--- config.mk ---
export PLATFORM = sky130hd
export DESIGN_NAME = spi_xfer_arbiter_flat
export DESIGN_NICKNAME = d
export VERILOG_FILES = /design/src/rtl/spi_ctrl_pkg.sv /design/src/rtl/spi_xfer_arbiter_if.sv /design/src/rtl/rr_pick.sv /design/src/rtl/spi_xfer_arbiter.sv /design/src/flat_wrapper.sv
export SDC_FILE = /design/constraint.sdc
export NUM_CORES = 1
export LEC_CHECK = 0
export CAP_MARGIN = 0
export CELL_PAD_IN_SITES_DETAIL_PLACEMENT = 0
export CELL_PAD_IN_SITES_GLOBAL_PLACEMENT = 1
export CORE_ASPECT_RATIO = 0.7
export CORE_MARGIN = 2
export CORE_UTILIZATION = 34
export DETAILED_ROUTE_END_ITERATION = 12
export DONT_BUFFER_PORTS = 1
export PLACE_DENSITY_LB_ADDON = 0.2
export SETUP_SLACK_MARGIN = 0.05
export SLEW_MARGIN = 10
export SYNTH_ARGS = -nofsm -noshare
export SYNTH_HDL_FRONTEND = slang
export SYNTH_SLANG_ARGS = --single-unit
--- constraint.sdc ---
create_clock -name clk -period 2.8 [get_ports clk]
set_input_delay 0.56 -clock clk [delete_from_list [all_inputs] [get_ports clk]]
set_output_delay 0.56 -clock clk [all_outputs]
set_load 0.02 [all_outputs]
--- src/rtl/spi_ctrl_pkg.sv ---
// Shared types and helpers for the SPI controller family.
package spi_ctrl_pkg;

    typedef enum logic [1:0] {IDLE, START, WAIT, GAP} arb_state_t;

    localparam int DEFAULT_DATA_WIDTH = 8;

    // Index of the set bit in a one-hot vector of up to eight requesters.
    function automatic logic [2:0] onehot_to_index(input logic [7:0] onehot);
        logic [2:0] index;
        index = '0;
        for (int i = 0; i < 8; i++) begin
            if (onehot[i]) begin
                index = 3'(i);
            end
        end
        return index;
    endfunction

endpackage

--- src/rtl/spi_xfer_arbiter_if.sv ---
// Client-side and SPI-master-side signals of the transfer arbiter.
interface spi_xfer_arbiter_if
    import spi_ctrl_pkg::*;
#(
    parameter int NUM_REQ    = 4,
    parameter int DATA_WIDTH = DEFAULT_DATA_WIDTH
);
    logic [NUM_REQ-1:0]            req;
    logic [NUM_REQ*DATA_WIDTH-1:0] req_data;
    logic [NUM_REQ-1:0]            gnt;
    logic [NUM_REQ-1:0]            rsp_valid;
    logic [DATA_WIDTH-1:0]         rsp_data;
    logic                          rsp_err;
    logic [NUM_REQ-1:0]            cs_n;
    logic                          busy;
    logic [DATA_WIDTH-1:0]         m_d_in;
    logic                          m_send_data;
    logic [DATA_WIDTH-1:0]         m_d_out;
    logic                          m_d_out_valid;

    modport master (
        output req, req_data, m_d_out, m_d_out_valid,
        input  gnt, rsp_valid, rsp_data, rsp_err, cs_n, busy, m_d_in, m_send_data
    );

    modport slave (
        input  req, req_data, m_d_out, m_d_out_valid,
        output gnt, rsp_valid, rsp_data, rsp_err, cs_n, busy, m_d_in, m_send_data
    );
endinterface

--- src/rtl/rr_pick.sv ---
// Combinational round-robin selector: first requester above ptr, wrapping.
module rr_pick
    import spi_ctrl_pkg::*;
#(
    parameter int NUM_REQ = 4,
    parameter int IDX_W   = (NUM_REQ > 1) ? $clog2(NUM_REQ) : 1
) (
    input  logic [NUM_REQ-1:0] req,
    input  logic [IDX_W-1:0]   ptr,
    output logic               any,
    output logic [IDX_W-1:0]   winner
);

    logic [NUM_REQ-1:0] onehot;
    logic               found;

    // Upper pass covers ptr+1..top, lower pass wraps back to 0..ptr.
    always_comb begin
        onehot = '0;
        found  = 1'b0;
        for (int i = 0; i < NUM_REQ; i++) begin
            if (!found && req[i] && (i > int'(ptr))) begin
                onehot[i] = 1'b1;
                found     = 1'b1;
            end
        end
        for (int i = 0; i < NUM_REQ; i++) begin
            if (!found && req[i] && (i <= int'(ptr))) begin
                onehot[i] = 1'b1;
                found     = 1'b1;
            end
        end
    end

    assign any    = |req;
    assign winner = IDX_W'(onehot_to_index(8'(onehot)));

endmodule

--- src/rtl/spi_xfer_arbiter.sv ---
// Shares one SPI master byte engine among NUM_REQ clients, one transfer at a time.
module spi_xfer_arbiter
    import spi_ctrl_pkg::*;
#(
    parameter int NUM_REQ        = 4,
    parameter int DATA_WIDTH     = DEFAULT_DATA_WIDTH,
    parameter int TIMEOUT_CYCLES = 255,
    parameter int GAP_CYCLES     = 2
) (
    input logic              clk,
    input logic              reset,
    spi_xfer_arbiter_if.slave bus
);

    localparam int IDX_W = (NUM_REQ > 1) ? $clog2(NUM_REQ) : 1;
    localparam int TW    = $clog2(TIMEOUT_CYCLES + 1);
    localparam int GW    = $clog2(GAP_CYCLES + 1);

    arb_state_t            state_q, state_d;
    logic [IDX_W-1:0]      idx_q, idx_d, ptr_q, ptr_d;
    logic [NUM_REQ-1:0]    gnt_q, gnt_d, cs_n_q, cs_n_d, rsp_valid_q, rsp_valid_d;
    logic [DATA_WIDTH-1:0] rsp_data_q, rsp_data_d, m_d_in_q, m_d_in_d;
    logic                  rsp_err_q, rsp_err_d, send_q, send_d, busy_q, busy_d;
    logic [TW-1:0]         tcnt_q, tcnt_d;
    logic [GW-1:0]         gcnt_q, gcnt_d;
    logic                  any;
    logic [IDX_W-1:0]      winner;

    rr_pick #(.NUM_REQ(NUM_REQ), .IDX_W(IDX_W)) u_pick (
        .req    (bus.req),
        .ptr    (ptr_q),
        .any    (any),
        .winner (winner)
    );

    always_ff @(posedge clk or posedge reset) begin
        if (reset) begin
            state_q     <= IDLE;
            idx_q       <= '0;
            ptr_q       <= IDX_W'(NUM_REQ - 1);
            gnt_q       <= '0;
            cs_n_q      <= '1;
            rsp_valid_q <= '0;
            rsp_data_q  <= '0;
            rsp_err_q   <= 1'b0;
            m_d_in_q    <= '0;
            send_q      <= 1'b0;
            busy_q      <= 1'b0;
            tcnt_q      <= '0;
            gcnt_q      <= '0;
        end else begin
            state_q     <= state_d;
            idx_q       <= idx_d;
            ptr_q       <= ptr_d;
            gnt_q       <= gnt_d;
            cs_n_q      <= cs_n_d;
            rsp_valid_q <= rsp_valid_d;
            rsp_data_q  <= rsp_data_d;
            rsp_err_q   <= rsp_err_d;
            m_d_in_q    <= m_d_in_d;
            send_q      <= send_d;
            busy_q      <= busy_d;
            tcnt_q      <= tcnt_d;
            gcnt_q      <= gcnt_d;
        end
    end

    // Response pulses and the send strobe default low; everything else holds.
    always_comb begin
        state_d     = state_q;
        idx_d       = idx_q;
        ptr_d       = ptr_q;
        gnt_d       = gnt_q;
        cs_n_d      = cs_n_q;
        rsp_valid_d = '0;
        rsp_data_d  = rsp_data_q;
        rsp_err_d   = 1'b0;
        m_d_in_d    = m_d_in_q;
        send_d      = 1'b0;
        tcnt_d      = tcnt_q;
        gcnt_d      = gcnt_q;
        case (state_q)
            IDLE: begin
                if (any) begin
                    idx_d          = winner;
                    ptr_d          = winner;
                    gnt_d          = '0;
                    gnt_d[winner]  = 1'b1;
                    cs_n_d         = '1;
                    cs_n_d[winner] = 1'b0;
                    m_d_in_d       = bus.req_data[winner*DATA_WIDTH +: DATA_WIDTH];
                    send_d         = 1'b1;
                    state_d        = START;
                end
            end
            START: begin
                tcnt_d  = '0;
                state_d = WAIT;
            end
            WAIT: begin
                // A valid byte on the final cycle beats the timeout.
                if (bus.m_d_out_valid) begin
                    rsp_data_d         = bus.m_d_out;
                    rsp_valid_d[idx_q] = 1'b1;
                    gnt_d              = '0;
                    cs_n_d             = '1;
                    gcnt_d             = '0;
                    state_d            = GAP;
                end else if (tcnt_q == TW'(TIMEOUT_CYCLES - 1)) begin
                    rsp_data_d         = '0;
                    rsp_err_d          = 1'b1;
                    rsp_valid_d[idx_q] = 1'b1;
                    gnt_d              = '0;
                    cs_n_d             = '1;
                    gcnt_d             = '0;
                    state_d            = GAP;
                end else begin
                    tcnt_d = tcnt_q + 1'b1;
                end
            end
            GAP: begin
                if (gcnt_q == GW'(GAP_CYCLES - 1)) begin
                    state_d = IDLE;
                end else begin
                    gcnt_d = gcnt_q + 1'b1;
                end
            end
            default: state_d = IDLE;
        endcase
        busy_d = (state_d != IDLE);
    end

    assign bus.gnt         = gnt_q;
    assign bus.cs_n        = cs_n_q;
    assign bus.rsp_valid   = rsp_valid_q;
    assign bus.rsp_data    = rsp_data_q;
    assign bus.rsp_err     = rsp_err_q;
    assign bus.m_d_in      = m_d_in_q;
    assign bus.m_send_data = send_q;
    assign bus.busy        = busy_q;

endmodule

--- src/flat_wrapper.sv ---
// flat-port wrapper written by rule: the top's interface ports become plain ports
module spi_xfer_arbiter_flat import spi_ctrl_pkg::*;
#(
    parameter int NUM_REQ        = 4,
    parameter int DATA_WIDTH     = DEFAULT_DATA_WIDTH,
    parameter int TIMEOUT_CYCLES = 255,
    parameter int GAP_CYCLES     = 2
)
  (clk, reset, bus_req, bus_req_data, bus_m_d_out, bus_m_d_out_valid, bus_gnt, bus_rsp_valid, bus_rsp_data, bus_rsp_err, bus_cs_n, bus_busy, bus_m_d_in, bus_m_send_data);
  spi_xfer_arbiter_if #(.NUM_REQ(NUM_REQ), .DATA_WIDTH(DATA_WIDTH)) bus_i ();
  input logic clk;
  input logic reset;
  input wire logic [$bits(bus_i.req)-1:0] bus_req;
  input wire logic [$bits(bus_i.req_data)-1:0] bus_req_data;
  input wire logic [$bits(bus_i.m_d_out)-1:0] bus_m_d_out;
  input wire logic [$bits(bus_i.m_d_out_valid)-1:0] bus_m_d_out_valid;
  output wire logic [$bits(bus_i.gnt)-1:0] bus_gnt;
  output wire logic [$bits(bus_i.rsp_valid)-1:0] bus_rsp_valid;
  output wire logic [$bits(bus_i.rsp_data)-1:0] bus_rsp_data;
  output wire logic [$bits(bus_i.rsp_err)-1:0] bus_rsp_err;
  output wire logic [$bits(bus_i.cs_n)-1:0] bus_cs_n;
  output wire logic [$bits(bus_i.busy)-1:0] bus_busy;
  output wire logic [$bits(bus_i.m_d_in)-1:0] bus_m_d_in;
  output wire logic [$bits(bus_i.m_send_data)-1:0] bus_m_send_data;
  assign bus_i.req = bus_req;
  assign bus_i.req_data = bus_req_data;
  assign bus_i.m_d_out = bus_m_d_out;
  assign bus_i.m_d_out_valid = bus_m_d_out_valid;
  assign bus_gnt = bus_i.gnt;
  assign bus_rsp_valid = bus_i.rsp_valid;
  assign bus_rsp_data = bus_i.rsp_data;
  assign bus_rsp_err = bus_i.rsp_err;
  assign bus_cs_n = bus_i.cs_n;
  assign bus_busy = bus_i.busy;
  assign bus_m_d_in = bus_i.m_d_in;
  assign bus_m_send_data = bus_i.m_send_data;
  spi_xfer_arbiter #(.NUM_REQ(NUM_REQ), .DATA_WIDTH(DATA_WIDTH), .TIMEOUT_CYCLES(TIMEOUT_CYCLES), .GAP_CYCLES(GAP_CYCLES)) u_core (.clk(clk), .reset(reset), .bus(bus_i));
endmodule
-- Word-level counts from Yosys, hierarchy flattened
Index checks and enable logic that the tools add are counted.
- register bits: 47
- input port bits: 47
- output and inout port bits: 31
- word-level logic and storage cells: 117
- add/subtract/negate cells: 2
- order comparisons: 10
- equality and inequality tests: 10
- shift-type cells: 1
- multiplexer cells: 48
- bitwise logic cells: 1
- reduce and logical (&&, ||, !) cells: 32
- operators by type and width (kind ; count):
    4-bit two-way mux ; 9
    8-bit two-way mux ; 4
    32-bit by 6-bit variable part select with 8-bit output ; 1
    1-bit two-way mux ; 19
    2-bit two-way mux ; 9
    4-bit one-hot mux with 2 select lines ; 2
    8-bit one-hot mux with 2 select lines ; 1
    1-bit logical AND ; 14
    2-bit nonzero test ; 5
    3-bit AND reduction ; 3
    8-bit by 1-bit adder with 8-bit output (second input constant) ; 1
    8-bit == test (second input constant) ; 1
    2-bit one-hot mux with 4 select lines ; 1
    1-bit logical NOT ; 6
    2-bit by 3-bit less-than comparator with 1-bit output (second input constant) ; 2
    2-bit != test (second input constant) ; 3
    1-bit demux with 2-bit select ; 2
    2-bit by 1-bit == test with 1-bit output (second input constant) ; 2
    2-bit == test (second input constant) ; 2
    2-bit by 1-bit greater-or-equal comparator with 1-bit output (second input constant) ; 2
    2-bit greater-than comparator (first input constant) ; 2
    2-bit less-or-equal comparator (first input constant) ; 2
    4-bit inverter ; 1
    2-bit one-hot mux with 2 select lines ; 1
    8 further kinds ; 9

-- Logic depth before layout (Yosys ltp)
- word-level depth: 34
- gate-level depth with buffers: 8
- gate-level depth less buffers: 7

-- Cells and area by module
Synthesis repeated with hierarchy kept, for this count alone.
- cell total of the unflattened synthesis: 199
- area, all modules: 2163.3 µm²
- by module, submodules not included (module ; times used ; cells each ; area an instance (µm²) ; sequential area each (µm²)):
    spi_xfer_arbiter ; 1 ; 186 ; 2090.8 ; 1183.6
    rr_pick ; 1 ; 13 ; 72.6 ; 0.0

-- Worst setup path before layout
No wires, ideal clock.
- path kind: input to register
- start point: input port bus_req[2]
- end point: register u_core.m_d_in_q[0] (netlist: u_core.bus.m_d_in[0])
- setup time: 0.134 ns
- data arrival time: 1.488 ns
- data required time: 2.666 ns
- path slack: 1.178 ns
- stages on the path: 5
- path buffers: 1
- path through: nor2_1 -> o311a_1 -> buf_6 -> a222oi_1 -> a21oi_1
- cells in the longest elaborated chain, start to end: 24
- elaborated cells between the ends (all ways): 32
- those cells by class: shift (1); mux (13); reduce/logical (18)
- RTL lines (item ; line ; source):
    start, declared ; flat_wrapper.sv:13 ; input wire logic [$bits(bus_i.req)-1:0] bus_req;
    1-bit logical AND (2 in a row) ; rr_pick.sv:22 ; if (!found && req[i] && (i > int'(ptr))) begin
    1-bit two-way mux ; rr_pick.sv:22 ;
    1-bit logical NOT ; rr_pick.sv:22 ;
    1-bit logical AND (2 in a row) ; rr_pick.sv:22 ;
    1-bit two-way mux ; rr_pick.sv:22 ;
    1-bit logical NOT ; rr_pick.sv:28 ; if (!found && req[i] && (i <= int'(ptr))) begin
    1-bit logical AND ; rr_pick.sv:28 ;
    1-bit two-way mux ; rr_pick.sv:28 ;
    (+4 left out) ; n/a ;
    1-bit logical NOT ; rr_pick.sv:28 ;
    1-bit logical AND (2 in a row) ; rr_pick.sv:28 ;
    1-bit two-way mux ; rr_pick.sv:28 ;
    1-bit logical NOT ; rr_pick.sv:28 ;
    1-bit logical AND (2 in a row) ; rr_pick.sv:28 ;
    1-bit two-way mux ; rr_pick.sv:28 ;
    2-bit two-way mux ; spi_ctrl_pkg.sv:13 ; if (onehot[i]) begin
    32-bit by 6-bit variable part select with 8-bit output ; spi_xfer_arbiter.sv:91 ; m_d_in_d = bus.req_data[winner*DATA_WIDTH +: DATA_WIDTH];
    end signal, assigned ; spi_xfer_arbiter.sv:60 ; m_d_in_q <= m_d_in_d;
    end, declared ; spi_xfer_arbiter.sv:22 ; logic [DATA_WIDTH-1:0] rsp_data_q, rsp_data_d, m_d_in_q, m_d_in_d;
Several ways; a longest one is shown, not always the timed one.
A chain may end at the register's enable or synchronous reset.

-- Worst setup path after layout
- start point: register u_core.state_q[1]
- end point: register u_core.m_d_in_q[0] (netlist: u_core.bus.m_d_in[0])
- cells in the longest elaborated chain, start to end: 2
- RTL lines (item ; line ; source):
    start, declared ; spi_xfer_arbiter.sv:19 ; arb_state_t state_q, state_d;
    start signal, assigned ; spi_xfer_arbiter.sv:52 ; state_q <= state_d;
    2-bit logical NOT ; spi_xfer_arbiter.sv:82 ; case (state_q)
    2-bit AND reduction (no source line) ; n/a ;
No other way between the ends.

==> results summary <==
Averaged over all synthesized cells, the footprint is 11.0 um2. The arrival time reported for the critical path endpoint is 2.11 ns. The number of different library cells in the post-synthesis netlist is 46.

The TritonCTS sink count is 47. The beginning of the worst register-to-register path is u_core.state_q[1]. After Yosys synthesis, and, or, nand and nor cells account for 13.0% of the synthesized area. Wires add up to 4880 um. The clock network fraction of design power came out at 15.2%.

The nature of the critical path startpoint is a flop. The number of enable flip-flop cells after synthesis came out at 0. The tool flagged a number of max-cap violations equal to 0. The post-synthesis async set-or-reset flop share came out at 100%. The floorplan has 23 rows.

The number of buffers inserted for hold repair after clock tree synthesis came out at 0. Of all cell types, the one taking the most synthesized area is dfrtp_1. The detailed-placement wirelength estimate came out at 3620 um.

The number of warnings printed during yosys synthesis came out at 0. The post-route fraction of the period consumed by the critical path came out at 67.7%. The switching share of power came out at 42.0%. In the final layout, the share of cells above drive strength 1 is 10.0%. TritonCTS built the clock tree. Measured in cells, the most critical reg-to-reg path has a length of 5. The clock tree skew after final layout came out at 0.00371 ns. In the routed layout, each cell is associated on average with a via count of 5.86. Clock tree synthesis inserted a total of 5 buffers. The largest net degree at the start of global routing came out at 48. The peak clock frequency supported by timing came out at 0.527 GHz.

The flow ran to the end, and the final reports show no timing, DRC or antenna violations. For the worst-skew pair, the clock arrives at the later sink with an insertion delay of 0.29 ns. The via count of the first global-routing pass came to 1,551. The layout has 570 filler cells. The worst slew slack as a fraction of its limit is 37.5%. The top-level port count is 78. After clock tree synthesis, the clock-pin slew on the worst setup and hold paths is 0.08 ns. For this run, the leading register cell type out of synthesis is dfrtp_1. In this run the deepest clock path goes through 2 buffers. The number of nets in the synthesized netlist came out at 241. The CTS root buffer is clkbuf_8. The layout overhead on the synthesized area came out at 6.45%. The internal portion of total power came out at 1.44 mW.

The main combinational cell family by area after synthesis is compound AO/OA/AOI/OAI gates. The area inside the core boundary is 5840 um2. The count of buffers added on input and output ports is 0. The via total after detailed routing came out at 1,553. The portion of the post-synthesis area used by sequential elements is 56.5%. The total routing usage reported by global routing is 14.8%. The power per standard cell area is 1120 nW/um2. The net load switching power is 1.05 mW. For this run, the number of standard cells in the final layout without fillers is 265. The smallest clock period supported by the final layout is computed as 1.90 ns. The die height is 69.7 um. The first-pass iteration count of the detailed router is 5. The synthesized design contains 47 register bits. The quantity of gates resized following cts came out at 0. The initial cell density of the core is 35.9%. Yosys attributes the largest share of cell area to dfrtp_1 (49%), dfstp_2 (7.5%), a22o_1 (4.6%). The number of placed instances, taps included is 257. Setup repair after global routing left no endpoint under its margin. The total standard cell area after synthesis came out at 2090 um2. IR analysis of the VDD net gives a maximum drop of 0.316 mV. The total leakage power is 0.961 nW. The synthesized netlist devotes 23.8% of its cell area to compound gates. The cell count after synthesis came out at 191. Of the total synthesized cell area, the portion taken by XOR and XNOR cells is 1.67%. The number of hold violations in the final report came to 0. On the worst path, the slowest cell contributes a delay of 0.56 ns. The worst hold-check path type is primary input to asynchronous set/reset pin. The area used by sequential logic in the layout came out at 1180 um2.

The number of antenna violations at the first check in global routing came out at 0. The critical path starts at u_core.state_q[1]. The cell with the largest stage delay on the worst path is inv_1. The area used by multi-input combinational logic is 845 um2.

The data required time of the worst path came out at 3.01 ns. The placer congestion estimate is 0.769. The critical path capture point type is a flop. The number of setup violations in the final report is 0. In this run, the number of DRC markers left after iteration 0 of detailed routing was 102. The final antenna-violating net count came out at 0.

In the synthesized netlist, mux cells make up 0% of the area. Summing the areas of all fa, ha and maj instances in the mapped netlist gives 1.79% of the synthesized area. The maximum level of the CTS H-tree came out at 2. 0 antenna diodes ended up in the layout. The capture point of the worst reg-to-reg path is u_core.bus.m_d_in[0]. By startpoint and endpoint, the worst setup path is classified as flop to flop. Walking the worst path, the cells encountered are nor2_1 > nand2_1 > inv_1 > nor2_1 > a21oi_1. The maximum fanout along the worst path came out at 20. The detail-routed net length per standard cell came out at 18.4 um. The pin slew with the least headroom to its limit is 0.936 ns.

The die covers 6810 um2. The overall die width came out at 97.8 um. The internal reg-to-reg setup slack came out at 0.90 ns. The proportion of netlist area held by the largest area contributor came out at 49.0%.

In the routed design, unresolved DRC markers number 0. The global-route congestion overflow total is 0. In the final design database the tool counted 239 nets.

In this run, the combinational gates consume 26.7% of the power. The final number of max-transition violations came to 0. The first global-routing pass estimated 8020 um of wire. The final-layout setup total negative slack is 0 ns.

Among the stages of the critical path, the cell type that occurs most often is nor2_1. The sequential cell fraction of total power came out at 58.1%. The number of buffers added for setup after CTS is 0.
[synth_stat cells (all sizes together), types with 4 or more instances]
| cell type | count |
|---|---|
| dfrtp | 41 |
| nor2 | 17 |
| a21oi | 15 |
| a22o | 12 |
| o21ai | 12 |
| nand2 | 9 |
| nand3 | 8 |
| a222oi | 7 |
| clkbuf | 7 |
| dfstp | 6 |
| inv | 5 |
| a2bb2oi | 4 |
| o21a | 4 |
[power by group through the flow]
stage,Clock (mW),Combinational [mW],Sequential (mW)
global placement,0,0.640,1.46
floorplan,0,0.565,1.37
detailed placement,0,0.678,1.46
CTS,0.405,0.671,1.45
global route,0.441,0.769,1.49
finish,0.380,0.666,1.45
[sequential cells by signal (all words and copies together) (netlist names)]
signal	cells
u_core.ptr_q	2
u_core.gcnt_q	2
u_core.state_q	2
u_core.bus.m_send_data	1
u_core.bus.gnt	4
u_core.bus.rsp_valid	4
u_core.bus.cs_n	4
u_core.bus.busy	1
u_core.bus.m_d_in	8
u_core.tcnt_q	8
u_core.idx_q	2
u_core.bus.rsp_err	1
u_core.bus.rsp_data	8
[per-layer routing]
layer  wire [um]  track usage [%]  up-vias
met4          37             4.17        0
met2        2190             22.0       97
met1        2070             20.0      745
li1            -                -      705
met5           0                0        -
met3         583             6.05        6
[placed cells by master, fill, tap and decap left out, drive strengths merged, types with 2 or more instances in the layout]
master and instances:
a222oi 7, xor2 3, and3 2, dfstp 6, and2 3, a2bb2oi 4
a22o 12, ha 3, nor3b 3, nand2 9, nand4 2, inv 5
nor2b 3, or3 2, nor2 17, o21ai 12, a21boi 3, o21a 4
nand3 8, clkbuf 7, a21oi 15, dfrtp 41, nor3 3
[worst max-delay path, delay by kind of cell, from the launching register on]
kind	cells	cell delay [ns]
buffers and inverters	1	0.56
AND/OR/NAND/NOR	3	0.66
AO/OA/AOI/OAI	1	0.16
flip-flops	1	0.44
[worst max-delay path by stage]
stage	end	cells past startpoint
after floorplan	u_core.bus.busy	1
after global placement	u_core.bus.gnt[1]	5
after detailed placement	u_core.bus.gnt[1]	5
after CTS	u_core.bus.gnt[1]	4
after global routing	u_core.bus.m_d_in[0]	5
final	u_core.bus.m_d_in[0]	5
[layout make-up]
type | count | share of cell area (%)
Clock inverter | 1 | 0.224
Clock buffer | 7 | 3.42
Multi-Input combinational cell | 129 | 37.9
Sequential cell | 47 | 53.1
Tap cell | 75 | 4.21
Timing Repair Buffer | 1 | 0.337
Inverter | 5 | 0.842
[cells by family after synthesis]
kind of cell | after synthesis
compound gates | 68
simple gates | 54
flops | 47
buf+inv | 15
xor+xnor | 4
fa+ha+maj | 3
[metrics by stage]
stage               area [um2]  worst slack [ns]  power [mW]  hold WS (ns)  util [%]
global route              2230             0.696        2.70         0.376      38.2
CTS                       2230             0.918        2.53         0.384      38.2
finish                    2230             0.903        2.49         0.353      38.2
detailed placement        2150             0.754        2.13         0.523      36.8
floorplan                 2090              1.13        1.94         0.466         -
global placement          2150             0.843        2.10         0.487      36.8
(Power assumes the default switching activity.)
